--- config.mk ---
export PLATFORM = sky130hd
export DESIGN_NAME = draw_board_flat
export DESIGN_NICKNAME = d
export VERILOG_FILES = /design/src/rtl/board_pkg.sv /design/src/rtl/vga_pkg.sv /design/src/rtl/vga_if.sv /design/src/rtl/board_cursor.sv /design/src/rtl/draw_board.sv /design/src/flat_wrapper.sv
export SDC_FILE = /design/constraint.sdc
export NUM_CORES = 1
export LEC_CHECK = 0
export ABC_CLOCK_PERIOD_IN_PS = 2000
export BUFFER_PORTS_ARGS = -buffer_cell sky130_fd_sc_hd__buf_4
export CAP_MARGIN = 10
export CORE_MARGIN = 10
export CORE_UTILIZATION = 52
export DETAILED_ROUTE_END_ITERATION = 6
export GPL_TIMING_DRIVEN = 0
export HOLD_SLACK_MARGIN = 0.02
export PLACE_DENSITY = 0.79
export RECOVER_POWER = 25
export SLEW_MARGIN = 20
export SYNTH_ARGS = -nofsm -noshare
export SYNTH_HDL_FRONTEND = slang
export SYNTH_SLANG_ARGS = --single-unit
--- constraint.sdc ---
create_clock -name clk -period 2 [get_ports clk]
set_input_delay 0.4 -clock clk [delete_from_list [all_inputs] [get_ports clk]]
set_output_delay 0.4 -clock clk [all_outputs]
set_load 0.02 [all_outputs]
--- src/rtl/board_pkg.sv ---
// Playboard types and default colours shared by draw_board and its cursor.
package board_pkg;
  localparam int CELL_IDX_W = 4;

  typedef logic [CELL_IDX_W-1:0] cell_idx_t;

  // One-cycle step pulses; up/down act on rows, left/right on columns.
  typedef struct packed {
    logic up;
    logic down;
    logic left;
    logic right;
  } move_t;

  localparam logic [11:0] DEF_LINE_RGB   = 12'hfff;
  localparam logic [11:0] DEF_CURSOR_RGB = 12'hf00;
endpackage

--- src/rtl/vga_pkg.sv ---
// Shared VGA timing constants (800x600 @ 60 Hz) and counter widths.
package vga_pkg;
  localparam int HCOUNT_W = 11;
  localparam int VCOUNT_W = 11;
  localparam int RGB_W    = 12;

  localparam int H_ACTIVE = 800;
  localparam int H_FRONT  = 40;
  localparam int H_SYNC   = 128;
  localparam int H_TOTAL  = 1056;
  localparam int V_ACTIVE = 600;
  localparam int V_FRONT  = 1;
  localparam int V_SYNC   = 4;
  localparam int V_TOTAL  = 628;
endpackage

--- src/rtl/vga_if.sv ---
// Pixel-chain bus between VGA stages.
// Stream contract: no handshake; one pixel per clk, every field valid each
// cycle, and downstream must always accept (there is no ready/backpressure).
interface vga_if;
  logic [vga_pkg::HCOUNT_W-1:0] hcount;
  logic [vga_pkg::VCOUNT_W-1:0] vcount;
  logic                         hsync;
  logic                         vsync;
  logic                         hblnk;
  logic                         vblnk;
  logic [vga_pkg::RGB_W-1:0]    rgb;

  modport in  (input  hcount, vcount, hsync, vsync, hblnk, vblnk, rgb);
  modport out (output hcount, vcount, hsync, vsync, hblnk, vblnk, rgb);
endinterface

--- src/rtl/board_cursor.sv ---
// Cursor position, frame-synchronous display copy and optional blink phase.
// Optional feature: DRAW_BOARD_BLINK_EN enables the blink frame counter.
module board_cursor
  import board_pkg::*;
#(
  parameter int CELLS        = 12,
  parameter int BLINK_FRAMES = 16
) (
  input  logic      clk,
  input  logic      rst_n,
  input  move_t     move,
  input  logic      vblnk,
  output cell_idx_t cur_x,
  output cell_idx_t cur_y,
  output cell_idx_t disp_x,
  output cell_idx_t disp_y,
  output logic      visible
);
  localparam cell_idx_t MAX_IDX = cell_idx_t'(CELLS - 1);

  logic vblnk_q;
  logic frame_start;

  assign frame_start = vblnk & ~vblnk_q;

  // Saturating single step; opposing pulses on one axis cancel.
  function automatic cell_idx_t step(cell_idx_t v, logic dec, logic inc);
    if (inc && !dec && v != MAX_IDX) return v + 1'b1;
    if (dec && !inc && v != '0) return v - 1'b1;
    return v;
  endfunction

  // Cursor registers, updated one clk after the move pulse.
  always_ff @(posedge clk or negedge rst_n) begin
    if (!rst_n) begin
      cur_x <= '0;
      cur_y <= '0;
    end else begin
      cur_x <= step(cur_x, move.left, move.right);
      cur_y <= step(cur_y, move.up, move.down);
    end
  end

  // Display copy loads at vblnk rise with the pre-move cursor, so a frame never tears.
  always_ff @(posedge clk or negedge rst_n) begin
    if (!rst_n) begin
      vblnk_q <= 1'b0;
      disp_x  <= '0;
      disp_y  <= '0;
    end else begin
      vblnk_q <= vblnk;
      if (frame_start) begin
        disp_x <= cur_x;
        disp_y <= cur_y;
      end
    end
  end

`ifdef DRAW_BOARD_BLINK_EN
  localparam int FC_W = ($clog2(BLINK_FRAMES) > 0) ? $clog2(BLINK_FRAMES) : 1;

  logic [FC_W-1:0] frame_cnt;

  // Frame counter 0..BLINK_FRAMES-1; each wrap flips the blink phase.
  always_ff @(posedge clk or negedge rst_n) begin
    if (!rst_n) begin
      frame_cnt <= '0;
      visible   <= 1'b1;
    end else if (frame_start) begin
      if (frame_cnt == FC_W'(BLINK_FRAMES - 1)) begin
        frame_cnt <= '0;
        visible   <= ~visible;
      end else begin
        frame_cnt <= frame_cnt + 1'b1;
      end
    end
  end
`else
  // No blink logic: cursor always shown (a zero blink period means never shown).
  assign visible = (BLINK_FRAMES != 0);
`endif
endmodule

--- src/rtl/draw_board.sv ---
// Grid overlay with a movable cursor cell; one clk of latency in the vga_if chain.
// Optional feature: DRAW_BOARD_BLINK_EN makes the cursor blink (see board_cursor).
module draw_board
  import board_pkg::*;
#(
  parameter int          X_POS        = 0,
  parameter int          Y_POS        = 0,
  parameter int          CELLS        = 12,
  parameter int          CELL_PX      = 32,
  parameter int          LINE_W       = 2,
  parameter logic [11:0] LINE_RGB     = DEF_LINE_RGB,
  parameter logic [11:0] CURSOR_RGB   = DEF_CURSOR_RGB,
  parameter int          BLINK_FRAMES = 16
) (
  input  logic      clk,
  input  logic      rst_n,
  vga_if.in         in,
  vga_if.out        out,
  input  move_t     move,
  output cell_idx_t cur_x,
  output cell_idx_t cur_y
);
  localparam int BOARD_PX = CELLS * CELL_PX + LINE_W;
  localparam int PX_W     = ($clog2(CELL_PX) > 0) ? $clog2(CELL_PX) : 1;

  localparam logic [10:0]     X_LO      = 11'(X_POS);
  localparam logic [10:0]     Y_LO      = 11'(Y_POS);
  localparam logic [10:0]     X_HI      = 11'(X_POS + BOARD_PX - 1);
  localparam logic [10:0]     SPAN      = 11'(BOARD_PX);
  localparam logic [PX_W-1:0] PX_LAST   = PX_W'(CELL_PX - 1);
  localparam logic [PX_W-1:0] PX_LW     = PX_W'(LINE_W);
  localparam cell_idx_t       CELL_EDGE = cell_idx_t'(CELLS);

  logic [PX_W-1:0] h_px, v_px;
  cell_idx_t       h_cell, v_cell;
  cell_idx_t       disp_x, disp_y;
  logic            visible;
  logic            h_in, v_in, line_end;
  logic            is_line, is_cursor;
  logic [11:0]     rgb_nxt;

  // Unsigned wrap makes a single compare cover both span bounds.
  assign h_in     = (in.hcount - X_LO) < SPAN;
  assign v_in     = (in.vcount - Y_LO) < SPAN;
  assign line_end = (in.hcount == X_HI) && v_in;

  board_cursor #(
    .CELLS        (CELLS),
    .BLINK_FRAMES (BLINK_FRAMES)
  ) u_cursor (
    .clk     (clk),
    .rst_n   (rst_n),
    .move    (move),
    .vblnk   (in.vblnk),
    .cur_x   (cur_x),
    .cur_y   (cur_y),
    .disp_x  (disp_x),
    .disp_y  (disp_y),
    .visible (visible)
  );

  // Horizontal scan tracker: pixel within cell, then cell index.
  always_ff @(posedge clk or negedge rst_n) begin
    if (!rst_n) begin
      h_px   <= '0;
      h_cell <= '0;
    end else if (in.hblnk) begin
      h_px   <= '0;
      h_cell <= '0;
    end else if (h_in) begin
      if (h_px == PX_LAST) begin
        h_px   <= '0;
        h_cell <= h_cell + 1'b1;
      end else begin
        h_px <= h_px + 1'b1;
      end
    end
  end

  // Vertical scan tracker: advances on the last board pixel of each board line.
  always_ff @(posedge clk or negedge rst_n) begin
    if (!rst_n) begin
      v_px   <= '0;
      v_cell <= '0;
    end else if (in.vblnk) begin
      v_px   <= '0;
      v_cell <= '0;
    end else if (line_end) begin
      if (v_px == PX_LAST) begin
        v_px   <= '0;
        v_cell <= v_cell + 1'b1;
      end else begin
        v_px <= v_px + 1'b1;
      end
    end
  end

  // Pixel classifier: blanking, then grid lines, then cursor, else pass-through.
  always_comb begin
    is_line   = (h_px < PX_LW) || (v_px < PX_LW) ||
                (h_cell == CELL_EDGE) || (v_cell == CELL_EDGE);
    is_cursor = !is_line && (h_cell == disp_x) && (v_cell == disp_y) && visible;
    rgb_nxt   = in.rgb;
    if (in.hblnk || in.vblnk) begin
      rgb_nxt = 12'h000;
    end else if (h_in && v_in) begin
      if (is_line) rgb_nxt = LINE_RGB;
      else if (is_cursor) rgb_nxt = CURSOR_RGB;
    end
  end

  // Output register: timing copied, rgb replaced.
  always_ff @(posedge clk or negedge rst_n) begin
    if (!rst_n) begin
      out.hcount <= '0;
      out.vcount <= '0;
      out.hsync  <= 1'b0;
      out.vsync  <= 1'b0;
      out.hblnk  <= 1'b0;
      out.vblnk  <= 1'b0;
      out.rgb    <= '0;
    end else begin
      out.hcount <= in.hcount;
      out.vcount <= in.vcount;
      out.hsync  <= in.hsync;
      out.vsync  <= in.vsync;
      out.hblnk  <= in.hblnk;
      out.vblnk  <= in.vblnk;
      out.rgb    <= rgb_nxt;
    end
  end
endmodule
--- src/flat_wrapper.sv ---
// flat-port wrapper written by rule: the top's interface ports become plain ports
module draw_board_flat import board_pkg::*;
#(
  parameter int          X_POS        = 0,
  parameter int          Y_POS        = 0,
  parameter int          CELLS        = 12,
  parameter int          CELL_PX      = 32,
  parameter int          LINE_W       = 2,
  parameter logic [11:0] LINE_RGB     = DEF_LINE_RGB,
  parameter logic [11:0] CURSOR_RGB   = DEF_CURSOR_RGB,
  parameter int          BLINK_FRAMES = 16
)
  (clk, rst_n, move, cur_x, cur_y, in_hcount, in_vcount, in_hsync, in_vsync, in_hblnk, in_vblnk, in_rgb, out_hcount, out_vcount, out_hsync, out_vsync, out_hblnk, out_vblnk, out_rgb);
  vga_if in_i ();
  vga_if out_i ();
  input  logic clk;
  input  logic rst_n;
  input  move_t move;
  output cell_idx_t cur_x;
  output cell_idx_t cur_y;
  input wire logic [$bits(in_i.hcount)-1:0] in_hcount;
  input wire logic [$bits(in_i.vcount)-1:0] in_vcount;
  input wire logic [$bits(in_i.hsync)-1:0] in_hsync;
  input wire logic [$bits(in_i.vsync)-1:0] in_vsync;
  input wire logic [$bits(in_i.hblnk)-1:0] in_hblnk;
  input wire logic [$bits(in_i.vblnk)-1:0] in_vblnk;
  input wire logic [$bits(in_i.rgb)-1:0] in_rgb;
  output wire logic [$bits(out_i.hcount)-1:0] out_hcount;
  output wire logic [$bits(out_i.vcount)-1:0] out_vcount;
  output wire logic [$bits(out_i.hsync)-1:0] out_hsync;
  output wire logic [$bits(out_i.vsync)-1:0] out_vsync;
  output wire logic [$bits(out_i.hblnk)-1:0] out_hblnk;
  output wire logic [$bits(out_i.vblnk)-1:0] out_vblnk;
  output wire logic [$bits(out_i.rgb)-1:0] out_rgb;
  assign in_i.hcount = in_hcount;
  assign in_i.vcount = in_vcount;
  assign in_i.hsync = in_hsync;
  assign in_i.vsync = in_vsync;
  assign in_i.hblnk = in_hblnk;
  assign in_i.vblnk = in_vblnk;
  assign in_i.rgb = in_rgb;
  assign out_hcount = out_i.hcount;
  assign out_vcount = out_i.vcount;
  assign out_hsync = out_i.hsync;
  assign out_vsync = out_i.vsync;
  assign out_hblnk = out_i.hblnk;
  assign out_vblnk = out_i.vblnk;
  assign out_rgb = out_i.rgb;
  draw_board #(.X_POS(X_POS), .Y_POS(Y_POS), .CELLS(CELLS), .CELL_PX(CELL_PX), .LINE_W(LINE_W), .LINE_RGB(LINE_RGB), .CURSOR_RGB(CURSOR_RGB), .BLINK_FRAMES(BLINK_FRAMES)) u_core (.clk(clk), .rst_n(rst_n), .in(in_i), .out(out_i), .move(move), .cur_x(cur_x), .cur_y(cur_y));
endmodule
Yosys cells after proc, flatten, opt, wreduce, memory -nomap -nowiden
Cells that the tools add are included.
{"block": "word_totals", "in_bits": 44, "ff_bits": 72}
{"block": "classes", "reduce_logical": 31, "add_sub_neg": 8, "mux": 30, "order_cmp": 4, "n_eq_ne": 9, "bitwise": 2}
{"operator": "$mux W4", "n": 14}
{"operator": "$mux W12", "n": 4}
{"operator": "$mux W5", "n": 6}
{"operator": "$lt A11 B9 Y1 const B", "n": 2}
{"operator": "$add A4 B1 Y4 const B", "n": 4}
{"operator": "$logic_and A1 B1 Y1", "n": 12}
{"operator": "$reduce_bool A2 Y1", "n": 6}
{"operator": "$eq A11 B9 Y1 const B", "n": 1}
{"operator": "$add A5 B1 Y5 const B", "n": 2}
{"operator": "$eq A5 B5 Y1 const B", "n": 2}
{"operator": "$lt A5 B2 Y1 const B", "n": 2}
{"operator": "$eq A4 B4 Y1", "n": 2}
{"operator": "$eq A4 B4 Y1 const B", "n": 2}
{"operator": "$ne A4 B4 Y1 const B", "n": 2}
{"operator": "$reduce_bool A4 Y1", "n": 2}
{"operator": "$sub A4 B1 Y4 const B", "n": 2}
{"operator": "$mux W1", "n": 6}
{"operator": "$logic_not A1 Y1", "n": 5}
{"operator": "$logic_or A1 B1 Y1", "n": 4}
{"operator": "$reduce_and A2 Y1", "n": 2}
{"operator": "$and A1 B1 Y1", "n": 1}
{"operator": "$not A1 Y1", "n": 1}

Longest topological paths before layout
{"block": "depth", "ltp_word": 11, "depth_mapped": 7}

Cells and area by module
From an unflattened synthesis, not the netlist that was laid out.
{"block": "unflattened", "hier_cells": 305, "hier_area_um2": 3360.7}
{"module": "draw_board", "seq_area_each_um2": 1401.3, "area_each_um2": 2456.1, "cells_per_inst": 214, "instances": 1}
{"module": "board_cursor", "seq_area_each_um2": 425.4, "area_each_um2": 904.6, "cells_per_inst": 91, "instances": 1}

Worst setup path after synthesis
Ideal clock, no wire load.
{"block": "synth_path", "path_type": "reg-to-reg", "from": "reg u_core.u_cursor.cur_x[0]", "to": "reg u_core.u_cursor.cur_x[2]", "setup_slack_ns": 0.189, "arrival_time_ns": 1.731, "required_ns": 1.920, "setup_ns": 0.080, "period_less_slack_ns": 1.811, "stages_incl_launch_ff": 7, "cell_sequence": "dfrtp_1 inv_1 ha_1 nor3b_1 or3b_2 a2bb2oi_1 xnor2_1"}
{"block": "synth_between", "elab_chain_cells": 5, "word_cells_on_any_way": 14}
{"item": "from (decl)", "line": "board_cursor.sv:13", "source": "output cell_idx_t cur_x,"}
{"item": "from (signal assigned)", "line": "board_cursor.sv:39", "source": "cur_x <= step(cur_x, move.left, move.right);"}
{"item": "$add A4 B1 Y4 / $reduce_bool A4 Y1 (equally long branches)", "line": "board_cursor.sv:28, board_cursor.sv:29"}
{"item": "$mux W4 / $logic_and A1 B1 Y1 (equally long branches)", "line": "board_cursor.sv:28, board_cursor.sv:29"}
{"item": "$mux W4 / $mux W1 (equally long branches)", "line": "board_cursor.sv:29", "source": "if (dec && !inc && v != '0) return v - 1'b1;"}
{"item": "$mux W4 / $mux W1 (equally long branches)", "line": "board_cursor.sv:30, board_cursor.sv:29"}
{"item": "$mux W4 / $reduce_bool A2 Y1 (equally long branches)"}
Several ways; a longest one is shown, not always the timed one. The select of a mux whose other input is x is not followed.
A chain may end at the register's enable or synchronous reset.

Worst setup path after layout
{"block": "layout_path", "from": "reg u_core.u_cursor.cur_x[1]", "to": "reg u_core.u_cursor.cur_x[2]"}
The elaborated chain is that of the path after synthesis.

==> metrics <==
status finished, violations left; violated checks max-capacitance violations, max-slew violations; Final Setup Violations 0; Worst setup SP type register; # rows 28; Final Util 0.701; post-synthesis async set-or-reset flop share 1.00; Remaining Overflow, GRT 0; HPWL after DPL between 5 and 6 mm; post-synth top area share 0.553; clock sinks slightly above 70; post-route insts no fill 466; GRT Overall Usage 0.161; FF-to-FF End u_core.u_cursor.cur_x[2]; critical path type reg2reg; Worst Max-Slew Pin Slew between 1500 and 2000 ps; R2R depth 6; Residual DRC 0; crit-path max FO 10; r2r startpoint u_core.u_cursor.cur_x[1]; total placed cells including tap cells 451; Port-buffer cells roughly 90; Cells after Synth 287; clk buf depth 2; Hold Crit Class in2reg; Initial DRC Count 111; PwrDens 997 mW/mm^2; DRT antenna net count 0; WHS 185 ps; area leader, netlist dfrtp_1; Yosys warnings 0; Ports 90; CTS buffer count 9; drt wl/cell 17.1 um; fill cell count 464; antenna violations before repair 0; worst rel slew slack -0.167; Cell Area, Synth approximately 0.0033 sq mm; Setup crit end u_core.u_cursor.cur_x[2]; first-pass GRT wire length around 13 mm; Pins Over Slew Limit 73; gpl congestion approximately 0.8; Die Span Y 99.2 um; drt total wl 7.96 mm; overall power between 4 and 5 mW; synth cell count leaders dfrtp_1 (72), a21oi_1 (23), nor2_1 (16), nand3_1 (13); clk_lat worst skew 340 ps; f_max 527 MHz; TritonCTS clock tree done; min-delay src in_vcount[0]; vias in the first global route approximately 2600; final setup TNS 0 ps; Pleak 1.95 nW; most common cell in the netlist dfrtp_1; total count of hold-check failures in the final report 0; EDFF count, synth 0; Crit. End Element register; via count approximately 2600; Primary FF master, synth dfrtp_1; DRT Pass-1 Iters 4; Root Driver clkbuf_8; CTS H-tree depth 3; diode count 0; number of max-cap violations 1; Final #Nets 443; register area share after synthesis 0.553; die area 0.00984 sq mm; min cycle time layout 1900 ps; Max IR drop VDD 0.936 mV; clk slew on worst S/H paths 70 ps; ranking of synthesized cells by area dfrtp_1 (55%), ha_1 (4.6%), mux2_2 (3.8%); Setup crit start u_core.u_cursor.cur_x[1]; Initial Utilization 0.544; Die X 99.2 um; DR vias/cell 5.63; Crit path arrival time 2160 ps; RSZ-0062 raised after global routing false; Worst Path Required 2270 ps; P&R area growth vs syn 28.7%; fin crit share 0.949; Mean Syn Cell Area 11.4 sq um; reg-to-reg setup timing slack 100 ps; Synthesized Nets 343; clk_skew 7.20 ps; synth unique cells 50; share of cells above drive strength 1 0.320; Core Footprint 0.00599 sq mm; pin count of the biggest net entering global routing 73; Synth Register Bits 72
-- cell families (layout without fill, tap and decap cells) --
| family | after synthesis | after routing | share of synthesized area |
|---|---|---|---|
| and+or+nand+nor | 87 | 87 | 0.161 |
| buffers and inverters | 21 | 125 | 0.0253 |
| DFF | 72 | 72 | 0.553 |
| AOI/OAI and AO/OA | 73 | 73 | 0.148 |
| xor gates and xnor gates | 11 | 11 | 0.0295 |
| muxes | 11 | 11 | 0.0380 |
| adders and majority gates | 12 | 12 | 0.0460 |
-- placed cells by master (no fill, tap or decap), types with 8 or more instances in the layout --
| cell | instances |
|---|---|
| nand3_1 | 13 |
| o21ai_0 | 12 |
| nand2_1 | 12 |
| mux2_2 | 11 |
| xor2_1 | 8 |
| inv_1 | 12 |
| buf_4 | 63 |
| clkbuf_8 | 10 |
| a21oi_1 | 23 |
| ha_1 | 10 |
| clkbuf_1 | 21 |
| dfrtp_1 | 72 |
| a211oi_1 | 8 |
| clkbuf_4 | 10 |
| nor2_1 | 16 |
| a31o_2 | 9 |
-- critical path, cell delays in order (launching register included) --
cell,delay (ps)
dfrtp_1,530
inv_1,110
ha_1,200
nor3b_1,180
or3b_2,470
a2bb2oi_1,200
xnor2_1,140
-- metrics by stage --
stage,setup WS [ps],instance area (sq um)
floorplan,189,3260
global placement,-8.36,4020
detailed placement,-97.5,4020
CTS,20.3,4240
global route,6.20,4200
finish,102,4200
-- flip-flops by register name, indices dropped and copies added, names as in the netlist, 4 cells and up --
register,cells
u_core.u_cursor.cur_y,4
u_core.u_cursor.disp_y,4
u_core.out.hcount,11
u_core.h_px,5
u_core.h_cell,4
u_core.v_px,5
u_core.out.vcount,11
u_core.v_cell,4
u_core.u_cursor.cur_x,4
u_core.out.rgb,12
u_core.u_cursor.disp_x,4
-- worst min-delay path by stage --
stage,cells after the start,end,slack (ps)
floorplan,0,u_core.h_cell[0],100
global placement,1,u_core.out.vcount[0],510
detailed placement,1,u_core.out.vcount[0],510
CTS,1,u_core.out.vcount[0],150
global route,1,u_core.out.vcount[0],170
finish,1,u_core.out.vcount[0],190
-- metal layers --
layer	GRT usage	vias up	routed length, um
met5	0	-	0
met4	0.0860	0	194
met3	0.0394	14	513
met2	0.258	92	3920
met1	0.195	1264	3330
li1	-	1252	-
-- report_power, final --
part / internal [mW] / switching, mW / total (mW)
clock network: 0.729 / 0.534 / 1.26
registers: 1.65 / 0.217 / 1.87
logic: 0.487 / 0.568 / 1.05
-- area by class of cell --
| class | instances | area (sq um) | area share |
|---|---|---|---|
| repair buffers | 90 | 613 | 0.146 |
| flip-flops and latches | 72 | 1800 | 0.429 |
| clock inverters | 5 | 81.3 | 0.0194 |
| inverters | 12 | 45.0 | 0.0107 |
| multi-input cells | 194 | 1390 | 0.331 |
| well taps | 75 | 93.8 | 0.0224 |
| clock buffers | 10 | 138 | 0.0328 |
| plain buffers | 8 | 33.8 | 0.00805 |
-- timing repair --
action	in CTS	in global routing
pin swaps	0	1
resized for setup	0	3
setup endpoints to repair	3	12
gates cloned	0	0
hold buffers	0	0
setup buffers	0	1
Note: power is estimated with default switching activity, not from simulation.
